$ cat src/rtl/stream_deserializer.sv
// stream_deserializer
// Packs a strobed serial bit stream LSB-first into WIDTH-bit words and
// buffers the words in a DEPTH-entry FIFO with a valid/ready output.
// A completed word that finds the FIFO full (and not being popped on the
// same edge) is dropped and recorded in a sticky flag plus a saturating count.
module stream_deserializer #(
    parameter int WIDTH = 8,
    parameter int DEPTH = 4
) (
    input  logic                       clk,
    input  logic                       rst,
    input  logic                       din,
    input  logic                       din_en,
    input  logic                       clr_ovf,
    output logic [WIDTH-1:0]           word_data,
    output logic                       word_valid,
    input  logic                       word_ready,
    output logic [$clog2(DEPTH):0]     fill,
    output logic [$clog2(WIDTH)-1:0]   bit_idx,
    output logic                       overflow,
    output logic [7:0]                 drop_cnt
);

    localparam int PW = $clog2(DEPTH);
    localparam int BW = $clog2(WIDTH);
    localparam int FW = PW + 1;

    logic [BW-1:0]    bit_idx_reg;
    logic [WIDTH-2:0] asm_reg;
    logic [PW-1:0]    wr_ptr_reg;
    logic [PW-1:0]    rd_ptr_reg;
    logic [FW-1:0]    fill_reg;
    logic [FW-1:0]    fill_next;
    logic             ovf_reg;
    logic [7:0]       drop_cnt_reg;
    logic [WIDTH-1:0] mem_reg [DEPTH];

    logic             last_bit;
    logic             complete;
    logic             full;
    logic             pop;
    logic             push_ok;
    logic             drop;
    logic [WIDTH-1:0] new_word;
    logic [WIDTH-2:0] bit_sel;
    logic [DEPTH-1:0] wr_sel;

    assign last_bit = (bit_idx_reg == BW'(WIDTH - 1));
    assign complete = din_en && last_bit;
    assign full     = (fill_reg == FW'(DEPTH));
    assign pop      = (fill_reg != '0) && word_ready;
    // A pop on the same edge frees the slot, so a full FIFO still accepts.
    assign push_ok  = complete && (!full || pop);
    assign drop     = complete && full && !pop;
    assign new_word = {din, asm_reg};

    // One-hot write strobes for the assembly bits and the FIFO entries.
    generate
        for (genvar gi = 0; gi < WIDTH - 1; gi++) begin : g_bit_sel
            assign bit_sel[gi] = din_en && (bit_idx_reg == BW'(gi));
        end
        for (genvar gi = 0; gi < DEPTH; gi++) begin : g_wr_sel
            assign wr_sel[gi] = push_ok && (wr_ptr_reg == PW'(gi));
        end
    endgenerate

    // Fill counter next value: push and pop together leave it unchanged.
    always_comb begin
        fill_next = fill_reg;
        case ({push_ok, pop})
            2'b10:   fill_next = fill_reg + FW'(1);
            2'b01:   fill_next = fill_reg - FW'(1);
            default: fill_next = fill_reg;
        endcase
    end

    // Shift stage: bit index counter and assembly register.
    always_ff @(posedge clk or posedge rst) begin
        if (rst) begin
            bit_idx_reg <= '0;
            asm_reg     <= '0;
        end else begin
            if (din_en) begin
                bit_idx_reg <= last_bit ? '0 : bit_idx_reg + BW'(1);
            end
            for (int i = 0; i < WIDTH - 1; i++) begin
                if (bit_sel[i]) begin
                    asm_reg[i] <= din;
                end
            end
        end
    end

    // FIFO storage, pointers and fill count.
    always_ff @(posedge clk or posedge rst) begin
        if (rst) begin
            wr_ptr_reg <= '0;
            rd_ptr_reg <= '0;
            fill_reg   <= '0;
            for (int i = 0; i < DEPTH; i++) begin
                mem_reg[i] <= '0;
            end
        end else begin
            for (int i = 0; i < DEPTH; i++) begin
                if (wr_sel[i]) begin
                    mem_reg[i] <= new_word;
                end
            end
            if (push_ok) begin
                wr_ptr_reg <= wr_ptr_reg + PW'(1);
            end
            if (pop) begin
                rd_ptr_reg <= rd_ptr_reg + PW'(1);
            end
            fill_reg <= fill_next;
        end
    end

    // Overflow tracking; a drop on the clearing edge takes priority.
    always_ff @(posedge clk or posedge rst) begin
        if (rst) begin
            ovf_reg      <= 1'b0;
            drop_cnt_reg <= '0;
        end else if (drop) begin
            ovf_reg <= 1'b1;
            if (clr_ovf) begin
                drop_cnt_reg <= 8'd1;
            end else if (drop_cnt_reg != 8'hFF) begin
                drop_cnt_reg <= drop_cnt_reg + 8'd1;
            end
        end else if (clr_ovf) begin
            ovf_reg      <= 1'b0;
            drop_cnt_reg <= '0;
        end
    end

    assign word_data  = mem_reg[rd_ptr_reg];
    assign word_valid = (fill_reg != '0);
    assign fill       = fill_reg;
    assign bit_idx    = bit_idx_reg;
    assign overflow   = ovf_reg;
    assign drop_cnt   = drop_cnt_reg;

endmodule
$ cat config.mk
export PLATFORM = sky130hd
export DESIGN_NAME = stream_deserializer
export DESIGN_NICKNAME = d
export VERILOG_FILES = /design/src/rtl/stream_deserializer.sv
export SDC_FILE = /design/constraint.sdc
export NUM_CORES = 1
export LEC_CHECK = 0
export BUFFER_PORTS_ARGS = -buffer_cell sky130_fd_sc_hd__buf_2
export CORE_UTILIZATION = 50
export DETAILED_ROUTE_END_ITERATION = 10
export PLACE_DENSITY = 0.69
export SYNTH_ARGS = -nofsm -noshare
export SYNTH_HDL_FRONTEND = slang
export SYNTH_SLANG_ARGS = --single-unit
$ cat constraint.sdc
create_clock -name clk -period 7.2 [get_ports clk]
set_clock_uncertainty 0.2 [all_clocks]
set_input_delay 0.36 -clock clk [delete_from_list [all_inputs] [get_ports clk]]
set_output_delay 0.36 -clock clk [all_outputs]
set_load 0.05 [all_outputs]
[After elaboration in Yosys (flattened, before gate mapping)]
Index checks and enable logic that the tools add are counted.
Operators by class
  reduce and logical (&&, ||, !) cells: 26
  equality and inequality tests: 14
  multiplexer cells: 11
  $add $sub $neg: 6
  magnitude comparators: 1
  bitwise gates (word level): 1
Operators with widths (count)
  $mux 8: 6
  $bmux 8 s2: 1
  $logic_and 1x1->1: 16
  $eq 3x3->1 const B: 5
  $add 8x1->8 const B: 1
  $ne 8x8->1 const B: 1
  $add 3x1->3 const B: 2
  $eq 2x2->1 const B: 3
  $eq 3x2->1 const B: 2
  $pmux 3 s2: 1
  $reduce_bool 2->1: 3
  $add 2x1->2 const B: 2
  $eq 2x1->1 const B: 2
  $eq 3x1->1 const B: 1
  $ge 3x3->1 const B: 1
  $logic_not 3->1: 1
  $mux 3: 1
  $not 2->3: 1
  $reduce_bool 3->1: 1
  $sub 3x1->3 const B: 1
  $logic_not 1->1: 2
  $logic_not 2->1: 1
  $mux 1: 2
  $reduce_and 2->1: 1
  $logic_or 1x1->1: 1
Word-level totals
  output and inout bits: 24
  input bits: 6
  bits in registers: 58
  word-level logic and storage cells: 76

[Longest topological paths before layout]
Gate-level depths: netlist of run 1.
  depth after elaboration: 6
  mapped depth: 11
  mapped depth without buffers: 11

[Worst setup path before layout of run 1]
No wires, ideal clock.
  kind: register to register
  start point: register bit_idx_reg[0], in the netlist bit_idx[0]
  end point: register fill_reg[2], in the netlist fill[2]
  period minus slack after synthesis: 2676 ps
  data required time: 6855 ps
  data arrival time: 2331 ps
  setup time: 145 ps
  cell stages (with the launch flop): 12
  path slack: 4524 ps
  path buffers: 0
  path through: dfrtp_1 -> ha_1 -> ha_1 -> nand2_1 -> nor2_1 -> inv_1 -> ha_1 -> inv_1 -> fa_1 -> xor2_1 -> nor2_1 -> xor2_1
On the way
  word-level cells in the longest chain between the ends: 5
  elaborated cells on any way between the ends: 7
  those cells by class: eq/ne: 3; mux: 1; reduce/logical: 3
Ends and longest elaborated chain
  start, declared: RTL line 28  | logic [BW-1:0] bit_idx_reg;
  start signal, assigned: RTL line 84  | bit_idx_reg <= last_bit ? '0 : bit_idx_reg + BW'(1);
  $eq 3x3->1 *: RTL line 48  | assign last_bit = (bit_idx_reg == BW'(WIDTH - 1));
  $logic_and 1x1->1 *: RTL line 49  | assign complete = din_en && last_bit;
  $logic_and 1x1->1 *: RTL line 53  | assign push_ok = complete && (!full || pop);
  $eq 2x1->1 / $eq 2x2->1 (equally long branches): RTL line 70  | case ({push_ok, pop})
  $pmux 3 s2 / $reduce_bool 2->1 (equally long branches)
  end signal, assigned: RTL line 115  | fill_reg <= fill_next;
  end, declared: RTL line 32  | logic [FW-1:0] fill_reg;
Mark *: on every way between the ends. The rest lies on a longest branch, timed or not.
A chain may end at the register's enable or synchronous reset.

[Worst setup path after layout of run 1]
Same ends and word-level chain as after synthesis.

==> reports/results.txt, run 1 <==
status - finished clean
DR vias/cell - 5.45
clk_lat worst skew - 330 ps
logic gate share of total power - 37.5%
post-route ant nets - 0
ranking of synthesized cells by area - dfrtp_1, mux2_2, mux4_2, ha_1, nand2_1
Initial Util - 52.7%
net switching power - 524 µW
number of setup violations in the final report - 0
Layout fillers - 435
register area - 0.00145 mm²
synthesized area - 0.00274 mm²
Yosys top cell by area - dfrtp_1
most frequent cells in the layout - dfrtp_1, mux2_2, buf_2, nand2_1, ha_1
CP required - 7250 ps
worst slew pin tran - 718 ps
CP Capture Type - flop
Seq pwr share - 41.4%
Yosys warnings - 0
NumNets Final - 266
CTS Hold Buffers Added - 0
max-cap violations - 0
cts bufs inserted - 9
Total Power - 1340 µW
register area share after synthesis - 52.9%
synthesized area per cell - 13.0 µm²
Post-CTS Setup Bufs - 0
most common cell after layout, fill and taps aside - dfrtp_1
H-tree Lvls - 3
power per cell area - 427 mW/mm²
internal power - 820 µW
Residual DRC - 0
CTS tree - built
critical path type - reg2reg
Sw Share - 39.0%
global-route wire length before repair - 8700 µm
Reg clk slew, reported paths - 60 ps
Tmin final - 2550 ps
Rows - 26
die span in x - 76.1 µm
RD Place Congestion - 0.816
fin. max-slew vios - 0
I/O pin cnt - 30
Pleak - 0.00152 µW
area occupied by multi-input gates - 0.00123 mm²
flops & latches, synth - 58
Max rail drop VDD - 0.185 mV
critical path arrival - 2610 ps
initial antenna violation count - 0
share of cells above drive strength 1 - 38.2%
core area - 0.00520 mm²
grt ovf - 0
Post-Syn Nets - 230
Yosys cell types - 32
clock share of power - 21.1%
Avg WL per Cell - 15.2 µm
largest net degree at the start of global routing - 59
Fmax achieved - 391 MHz
crit start category - flop
vias in the first global route - 1781
CP Max Fanout - 8
post-synth top area share - 52.9%
final hold vios - 0
HPWL Detailed - 3300 µm
max reg flops - 32
antenna fix cells - 0
Routed WL - 4870 µm
Resize count post-CTS - 0
setup tns final - 0 ps
clock sinks - 58
routed vias - 1751
Pre-antenna DRT Iters - 4
RSZ-0062 raised after global routing - no
period utilization - 35.5%
utilization after layout - 60.5%
Bufs on Longest Clock Path - 2
Syn-to-layout area delta - 14.8%
hold_ws - 32.6 ps
die height - 76.1 µm
die area - 0.00579 mm²
Tot GR Track Use - 19.8%
Min-Delay Path Class - in2async
Port Buffer Count - 29
Post-Syn Instances - 211
relative slew slack - 52.1%
drt initial violations - 100
Clock Tree Root - clkbuf_8
-- power by group through the flow --
stage          clock network (µW)  logic, µW  registers [µW]
6_report                      283        505             556
5_1_grt                       309        545             579
4_1_cts                       291        512             558
3_5_place_dp                    0        511             563
3_3_place_gp                    0        504             558
2_1_floorplan                   0        393             566
-- cells in the mapped netlist --
master	count
and4b_1	1
inv_1	12
a211oi_1	1
or3_2	1
and3_1	1
nand3_1	8
a21oi_1	6
nor2_1	8
nand3b_1	1
nand2_1	16
or3_4	1
or4b_4	1
a311oi_1	1
mux2i_1	1
and2_1	2
nor2b_1	3
ha_1	12
o21ba_2	1
nor3_1	5
o21ai_0	7
dfrtp_1	58
xor2_1	3
o31ai_1	1
nor4b_1	1
mux2_2	40
nand4_1	1
clkbuf_1	4
xnor2_1	3
fa_1	1
buf_1	1
or4_1	1
mux4_2	8
-- per-stage QoR --
step | area (µm²) | setup slack [ps] | cells
after floorplan | 2740 | 4520 | 211
after global placement | 2960 | 4710 | 306
after detailed placement | 2960 | 4630 | 306
after CTS | 3150 | 4600 | 321
after global routing | 3150 | 4410 | 321
final | 3150 | 4650 | 321
-- critical path, stage by stage (launching register included) --
cell and delay [ps]:
dfrtp_1 420, ha_1 240, ha_1 220, nand2_1 140, nor2_1 140, inv_1 100
ha_1 180, inv_1 60, fa_1 370, xor2_1 150, nor2_1 110, xor2_1 150
-- logic make-up (layout without fill, tap and decap cells) --
family          after synthesis  count (layout)  synth area share (%)
compound gates               17              17                  3.60
mux                          49              49                  23.4
flops                        58              58                  52.9
xor+xnor                      6               6                  1.92
buf+inv                      17              57                  2.33
simple gates                 51              51                  9.67
fa+ha+maj                    13              13                  6.20
-- final timing paths --
check | start | end | slack [ps] | cells past startpoint
max in group asynchronous | rst | asm_reg[3]$_DFFE_PP0P_ | 6290 | 3
hold reg to reg | mem_reg[21]$_DFFE_PP0P_ | mem_reg[21]$_DFFE_PP0P_ | 300 | 1
hold / removal | rst | fill[0]$_DFFE_PP0P_ | 30 | 3
setup / recovery | bit_idx[0]$_DFFE_PP0P_ | fill[2]$_DFFE_PP0P_ | 4650 | 11
setup reg to reg | bit_idx[0]$_DFFE_PP0P_ | fill[2]$_DFFE_PP0P_ | 4650 | 11
min in group clk | clr_ovf | drop_cnt[5]$_DFFE_PP0P_ | 140 | 2
-- per-layer routing --
| metal | track usage, % | part of all wire, % |
|---|---|---|
| met1 | 26.1 | 47 |
| met5 | 0 | 0 |
| met3 | 5.39 | 3.9 |
| met4 | 10.2 | 2.1 |
| met2 | 30.3 | 47 |
-- final cells by class --
cell class	count	share of cell area (%)
clock inverter	3	1.27
tap	70	2.78
multi-input combinational	136	39.0
clock buffer	12	4.61
timing repair buffer	30	4.85
sequential	58	46.1
inverter	12	1.43
Power figures use the tool's default switching activity.
==> inputs of run 2 (changes only) <==
--- a/config.mk
+++ b/config.mk
@@ -8,7 +8,7 @@
 export BUFFER_PORTS_ARGS = -buffer_cell sky130_fd_sc_hd__buf_2
 export CORE_UTILIZATION = 50
 export DETAILED_ROUTE_END_ITERATION = 10
-export PLACE_DENSITY = 0.69
+export PLACE_DENSITY = 0.71
 export SYNTH_ARGS = -nofsm -noshare
 export SYNTH_HDL_FRONTEND = slang
 export SYNTH_SLANG_ARGS = --single-unit
==> constraint.sdc (replaced) <==
create_clock -name clk -period 2.28 [get_ports clk]
set_clock_uncertainty 0.2 [all_clocks]
set_input_delay 0.114 -clock clk [delete_from_list [all_inputs] [get_ports clk]]
set_output_delay 0.114 -clock clk [all_outputs]
set_load 0.05 [all_outputs]
==> run 2 against run 1 <==
Compared with the run above: power rose to 3.4 times the previous value; global-route usage is 1.1 points higher; clock power grew to 3.7 times the previous value; register-to-register slack lost 4600 ps; non-clock buffer count is 17 higher; worst hold slack gained 92 ps; die area is the same; highest routed layer unchanged.
==> reports/results.txt, run 2 (synthesized netlist as in run 1, its figures left out) <==
H-tree Lvls - 3 (unchanged)
hold_ws - 125 ps (was 32.6 ps)
met2 WL - 2610 µm (was 2310 µm)
antenna fix cells - 0 (unchanged)
relative slew slack - 69.0% (was 52.1%)
Min-Delay Path Class - in2async (unchanged)
Routed WL - 5460 µm (was 4870 µm)
Pleak - 0.00162 µW (was 0.00152 µW)
Tot GR Track Use - 20.9% (was 19.8%)
Layout fillers - 401 (was 435)
CP cell instances - dlygate4sd3_1, buf_2, or4b_4, or3_4, or4_4, a21oi_2 (was ha_1, ha_1, nand2_1, nor2_1, inv_1, ha_1, inv_1, fa_1, xor2_1, nor2_1, xor2_1)
power per cell area - 1340 mW/mm² (was 427 mW/mm²)
die height - 76.1 µm (unchanged)
post-route ant nets - 0 (unchanged)
Syn-to-layout area delta - 25.0% (was 14.8%)
critical path arrival - 2340 ps (was 2610 ps)
critical path's top delay family - simple AND/OR/NAND/NOR gates (was adder cells)
Bufs on Longest Clock Path - 2 (unchanged)
CP Max Fanout - 5 (was 8)
Clock Tree Root - clkbuf_8 (unchanged)
clk_lat worst skew - 340 ps (was 330 ps)
final hold vios - 0 (unchanged)
wire length on met3 - 129 µm (was 189 µm)
max-cap violations - 0 (unchanged)
Residual DRC - 0 (unchanged)
period utilization - 99.5%
initial antenna violation count - 0 (unchanged)
Initial Util - 52.7% (unchanged)
utilization after layout - 65.8% (was 60.5%)
met1 wire length - 2600 µm (was 2270 µm)
Reg clk slew, reported paths - 70 ps (was 60 ps)
most common cell after layout, fill and taps aside - dfrtp_1 (unchanged)
RD Place Congestion - 0.761 (was 0.816)
status - finished clean (unchanged)
area occupied by multi-input gates - 0.00131 mm² (was 0.00123 mm²)
CP Capture Type - flop (unchanged)
largest net degree at the start of global routing - 28 (was 59)
Max rail drop VDD - 0.857 mV (was 0.185 mV)
CP peak stage delay - 560 ps (was 420 ps)
HPWL Detailed - 3740 µm (was 3300 µm)
max reg flops - 32 (unchanged)
critical path type - in2reg (was reg2reg)
CTS tree - built (unchanged)
Tmin final - 2270 ps
worst r2r src - fill[1]$_DFFE_PP0P_ (was bit_idx[0]$_DFFE_PP0P_)
core area - 0.00520 mm² (unchanged)
crit start category - input pin (was flop)
most frequent cells in the layout - dfrtp_1, mux2_2, buf_2, nand2_1, buf_4 (was dfrtp_1, mux2_2, buf_2, nand2_1, ha_1)
top layer in use - met4 (unchanged)
fin. max-slew vios - 0 (unchanged)
DR vias/cell - 5.32 (was 5.45)
cts bufs inserted - 9 (unchanged)
Avg WL per Cell - 16.1 µm (was 15.2 µm)
number of setup violations in the final report - 0 (unchanged)
CP required - 2350 ps (was 7250 ps)
worst reg-to-reg setup slack - 50 ps (was 4650 ps)
worst slew pin tran - 464 ps (was 718 ps)
clock sinks - 58 (unchanged)
Rows - 26 (unchanged)
vias in the first global route - 1818 (was 1781)
drt initial violations - 47 (was 100)
global-route wire length before repair - 9090 µm (was 8700 µm)
Post-Layout Cell Count - 339 (was 321)
setup tns final - 0 ps (unchanged)
share of cells above drive strength 1 - 47.2% (was 38.2%)
grt ovf - 0 (unchanged)
Fmax achieved - 441 MHz
Inst Count DP - 317 (was 306)
Port Buffer Count - 29 (unchanged)
path depth of the worst reg2reg path - 4 (was 11)
Critical Path Slowest Stage Cell - or4b_4 (was dfrtp_1)
I/O pin cnt - 30 (unchanged)
register area - 0.00146 mm² (was 0.00145 mm²)
Buf/Inv on CP - 2 (unchanged)
NumNets Final - 283 (was 266)
routed vias - 1804 (was 1751)
die span in x - 76.1 µm (unchanged)
die area - 0.00579 mm² (unchanged)
Critical R2R Capture - drop_cnt[5]$_DFFE_PP0P_ (was fill[2]$_DFFE_PP0P_)
Pre-antenna DRT Iters - 6 (was 4)
==> run 2: where the power goes <==
part           switching [µW]  total [µW]  internal, µW
registers                 348        1760          1410
logic                    1020        1790           764
clock network             401        1040           641
total                    1770        4590          2820
==> run 2: layout make-up <==
class | instances | share of cell area, %
clock buffers | 11 | 4.13
repair buffers | 47 | 8.91
clock inverters | 5 | 2.26
well taps | 70 | 2.56
inverters | 12 | 1.31
multi-input cells | 136 | 38.3
flip-flops and latches | 58 | 42.6
==> run 2: repair_timing <==
item,CTS,global route
setup buffers,0,1
hold buffers,5,0
pin swaps,1,4
gates cloned,0,0
hold endpoints to repair,79,0
endpoints found under the setup margin,1,2
resized for setup,0,4
==> run 2: tightest hold or removal path, cell delays in order <==
cell	delay (ps)
dlygate4sd3_1	530
buf_2	120
inv_2	340
==> run 2: worst max-delay path by stage <==
| stage | startpoint | endpoint | cells after the start |
|---|---|---|---|
| 2_1_floorplan | fill[2]$_DFFE_PP0P_ | fill[2]$_DFFE_PP0P_ | 8 |
| 5_1_grt | word_ready | drop_cnt[5]$_DFFE_PP0P_ | 6 |
| 3_3_place_gp | fill[0]$_DFFE_PP0P_ | fill[2]$_DFFE_PP0P_ | 9 |
| 4_1_cts | bit_idx[1]$_DFFE_PP0P_ | fill[2]$_DFFE_PP0P_ | 11 |
| 6_report | word_ready | drop_cnt[5]$_DFFE_PP0P_ | 6 |
| 3_5_place_dp | bit_idx[1]$_DFFE_PP0P_ | fill[2]$_DFFE_PP0P_ | 11 |
==> run 2: routing by layer <==
layer  vias to the layer above  GRT usage (%)
met5                         -              0
met4                         0           11.5
met3                        10           4.79
met2                        17           32.4
met1                       918           27.4
li1                        859              -
==> run 2: per-stage QoR <==
stage / instance area (µm²) / total power (µW) / setup slack (ps)
2_1_floorplan: 2820 / 3110 / -19.2
3_3_place_gp: 3130 / 3480 / 76.9
6_report: 3430 / 4590 / 11.8
4_1_cts: 3400 / 4600 / 2.24
5_1_grt: 3430 / 4850 / -23.7
3_5_place_dp: 3130 / 3540 / 26.7
==> inputs of run 3 (changes only) <==
--- a/config.mk
+++ b/config.mk
@@ -8,6 +8,7 @@
 export BUFFER_PORTS_ARGS = -buffer_cell sky130_fd_sc_hd__buf_2
 export CORE_UTILIZATION = 50
 export DETAILED_ROUTE_END_ITERATION = 10
+export MAX_ROUTING_LAYER = met4
 export PLACE_DENSITY = 0.71
 export SYNTH_ARGS = -nofsm -noshare
 export SYNTH_HDL_FRONTEND = slang
==> run 3 against run 2 <==
Compared with the run above: worst hold slack improved by 2.0 ps; count of clock-buffer cells in the layout unchanged; first-iteration DRC count rose by 13%; combinational power about the same; register-to-register slack is essentially flat; flip-flop and latch count stayed put; routed wire length increased by 0.22%; cell count decreased by 0.29%; power fell by 0.31%; core utilization decreased by 0.14 points; critical path type unchanged; critical endpoint unchanged; highest routed layer unchanged.
==> reports/results.txt, run 3 (synthesized netlist as in run 1, its figures left out) <==
setup ws final - 11.0 ps (was 11.8 ps)
critical path arrival - 2340 ps (about the same)
period utilization - 99.5% (about the same)
clk_lat worst skew - 340 ps (about the same)
CP Capture Type - flop (unchanged)
Pre-antenna DRT Iters - 4 (was 6)
Initial Util - 52.7% (unchanged)
most frequent cells in the layout - dfrtp_1, mux2_2, buf_2, nand2_1, buf_4 (unchanged)
Critical R2R Capture - drop_cnt[5]$_DFFE_PP0P_ (unchanged)
HPWL Detailed - 3740 µm (unchanged)
Max rail drop VDD - 0.858 mV (was 0.857 mV)
routed vias - 1807 (was 1804)
Critical Path Slowest Stage Cell - or4b_4 (unchanged)
worst r2r src - fill[1]$_DFFE_PP0P_ (unchanged)
Fmax achieved - 441 MHz (about the same)
Total Power - 4580 µW (was 4590 µW)
critical path type - in2reg (unchanged)
max-cap violations - 0 (unchanged)
grt ovf - 0 (unchanged)
global-route wire length before repair - 9100 µm (was 9090 µm)
CP required - 2350 ps (about the same)
hold_ws - 127 ps (was 125 ps)
core area - 0.00520 mm² (unchanged)
Tmin final - 2270 ps (about the same)
CP peak stage delay - 560 ps (about the same)
Post-CTS Setup Bufs - 0 (unchanged)
relative slew slack - 68.5% (was 69.0%)
I/O pin cnt - 30 (unchanged)
CP Max Fanout - 5 (unchanged)
share of cells above drive strength 1 - 47.0% (was 47.2%)
Port Buffer Count - 29 (unchanged)
largest net degree at the start of global routing - 28 (unchanged)
path depth of the worst reg2reg path - 4 (unchanged)
die span in x - 76.1 µm (unchanged)
Min-Delay Path Class - in2async (unchanged)
vias in the first global route - 1816 (was 1818)
antenna fix cells - 0 (unchanged)
critical path's top delay family - simple AND/OR/NAND/NOR gates (unchanged)
H-tree Lvls - 3 (unchanged)
NumNets Final - 282 (was 283)
drt initial violations - 53 (was 47)
RD Place Congestion - 0.771 (was 0.761)
crit start category - input pin (unchanged)
fin. max-slew vios - 0 (unchanged)
Rows - 26 (unchanged)
Bufs on Longest Clock Path - 2 (unchanged)
DR vias/cell - 5.35 (was 5.32)
setup tns final - 0 ps (unchanged)
Pleak - 0.00162 µW (about the same)
Syn-to-layout area delta - 24.7% (was 25.0%)
cts bufs inserted - 9 (unchanged)
initial antenna violation count - 0 (unchanged)
Avg WL per Cell - 16.2 µm (was 16.1 µm)
die height - 76.1 µm (unchanged)
worst slew pin tran - 473 ps (was 464 ps)
most common cell after layout, fill and taps aside - dfrtp_1 (unchanged)
Tot GR Track Use - 21.5% (was 20.9%)
Residual DRC - 0 (unchanged)
final hold vios - 0 (unchanged)
worst reg-to-reg setup slack - 50 ps (about the same)
status - finished clean (unchanged)
Post-Layout Cell Count - 338 (was 339)
post-route ant nets - 0 (unchanged)
Routed WL - 5470 µm (was 5460 µm)
Inst Count DP - 317 (unchanged)
Buf/Inv on CP - 2 (unchanged)
power per cell area - 1340 mW/mm² (about the same)
Clock Tree Root - clkbuf_8 (unchanged)
die area - 0.00579 mm² (unchanged)
clock sinks - 58 (unchanged)
Setup WS pre-CTS - 26.7 ps (unchanged)
CP cell instances - dlygate4sd3_1, buf_2, or4b_4, or3_4, or4_4, a21oi_2 (unchanged)
max reg flops - 32 (unchanged)
CTS tree - built (unchanged)
number of setup violations in the final report - 0 (unchanged)
Reg clk slew, reported paths - 70 ps (about the same)
## run 3: cell types whose count changed in the layout (fill, tap and decap cells not counted)
cell	change
buf_4	-1
## run 3: final cells by class
cell class | instances | area, µm²
multi-input cells | 136 | 1310
clock buffers | 11 | 141
clock inverters | 5 | 77.6
flip-flops and latches | 58 | 1460
repair buffers | 46 | 298
well taps | 70 | 87.6
fillers | 403 | 1790
inverters | 12 | 45.0
## run 3: how the worst max path moves through the flow
stage / from / endpoint / slack, ps / cells past startpoint
after global placement: fill[0]$_DFFE_PP0P_ / fill[2]$_DFFE_PP0P_ / 80 / 9
after CTS: bit_idx[1]$_DFFE_PP0P_ / fill[2]$_DFFE_PP0P_ / 2 / 11
after floorplan: fill[2]$_DFFE_PP0P_ / fill[2]$_DFFE_PP0P_ / -20 / 8
after detailed placement: bit_idx[1]$_DFFE_PP0P_ / fill[2]$_DFFE_PP0P_ / 30 / 11
final: word_ready / drop_cnt[5]$_DFFE_PP0P_ / 10 / 6
after global routing: word_ready / drop_cnt[5]$_DFFE_PP0P_ / -30 / 6
## run 3: repair_timing
item / in CTS / in global routing
setup endpoints to repair: 1 / 2
hold buffers: 5 / 0
endpoints found under the hold margin: 79 / 0
gates resized for setup: 0 / 4
pin swaps: 1 / 3
## run 3: metrics by stage
| step | cell area, µm² | util, % |
|---|---|---|
| after floorplan | 2820 | - |
| after global placement | 3130 | 60.2 |
| after detailed placement | 3130 | 60.2 |
| after CTS | 3400 | 65.4 |
| after global routing | 3420 | 65.7 |
| final | 3420 | 65.7 |
## run 3: per-layer routing
metal | vias to the layer above | wire length (µm) | track usage, %
met1 | 918 | 2550 | 27.4
met3 | 7 | 173 | 5.51
met4 | 0 | 95 | 10.4
li1 | 856 | - | -
met2 | 26 | 2650 | 32.4
met5 | - | 0 | -
## run 3: power breakdown
group	leakage, µW	internal [µW]	switching, µW	total (µW)
logic	0.000761	753	1020	1770
clock network	0.000109	641	399	1040
registers	0.000746	1410	355	1770
total	0.00162	2810	1770	4580
## run 3: worst reg2reg max path: cells and delay by family (launching register included)
family | cells | cell delay [ps]
DFF | 1 | 440
AOI/OAI and AO/OA | 1 | 130
and+or+nand+nor | 3 | 1390
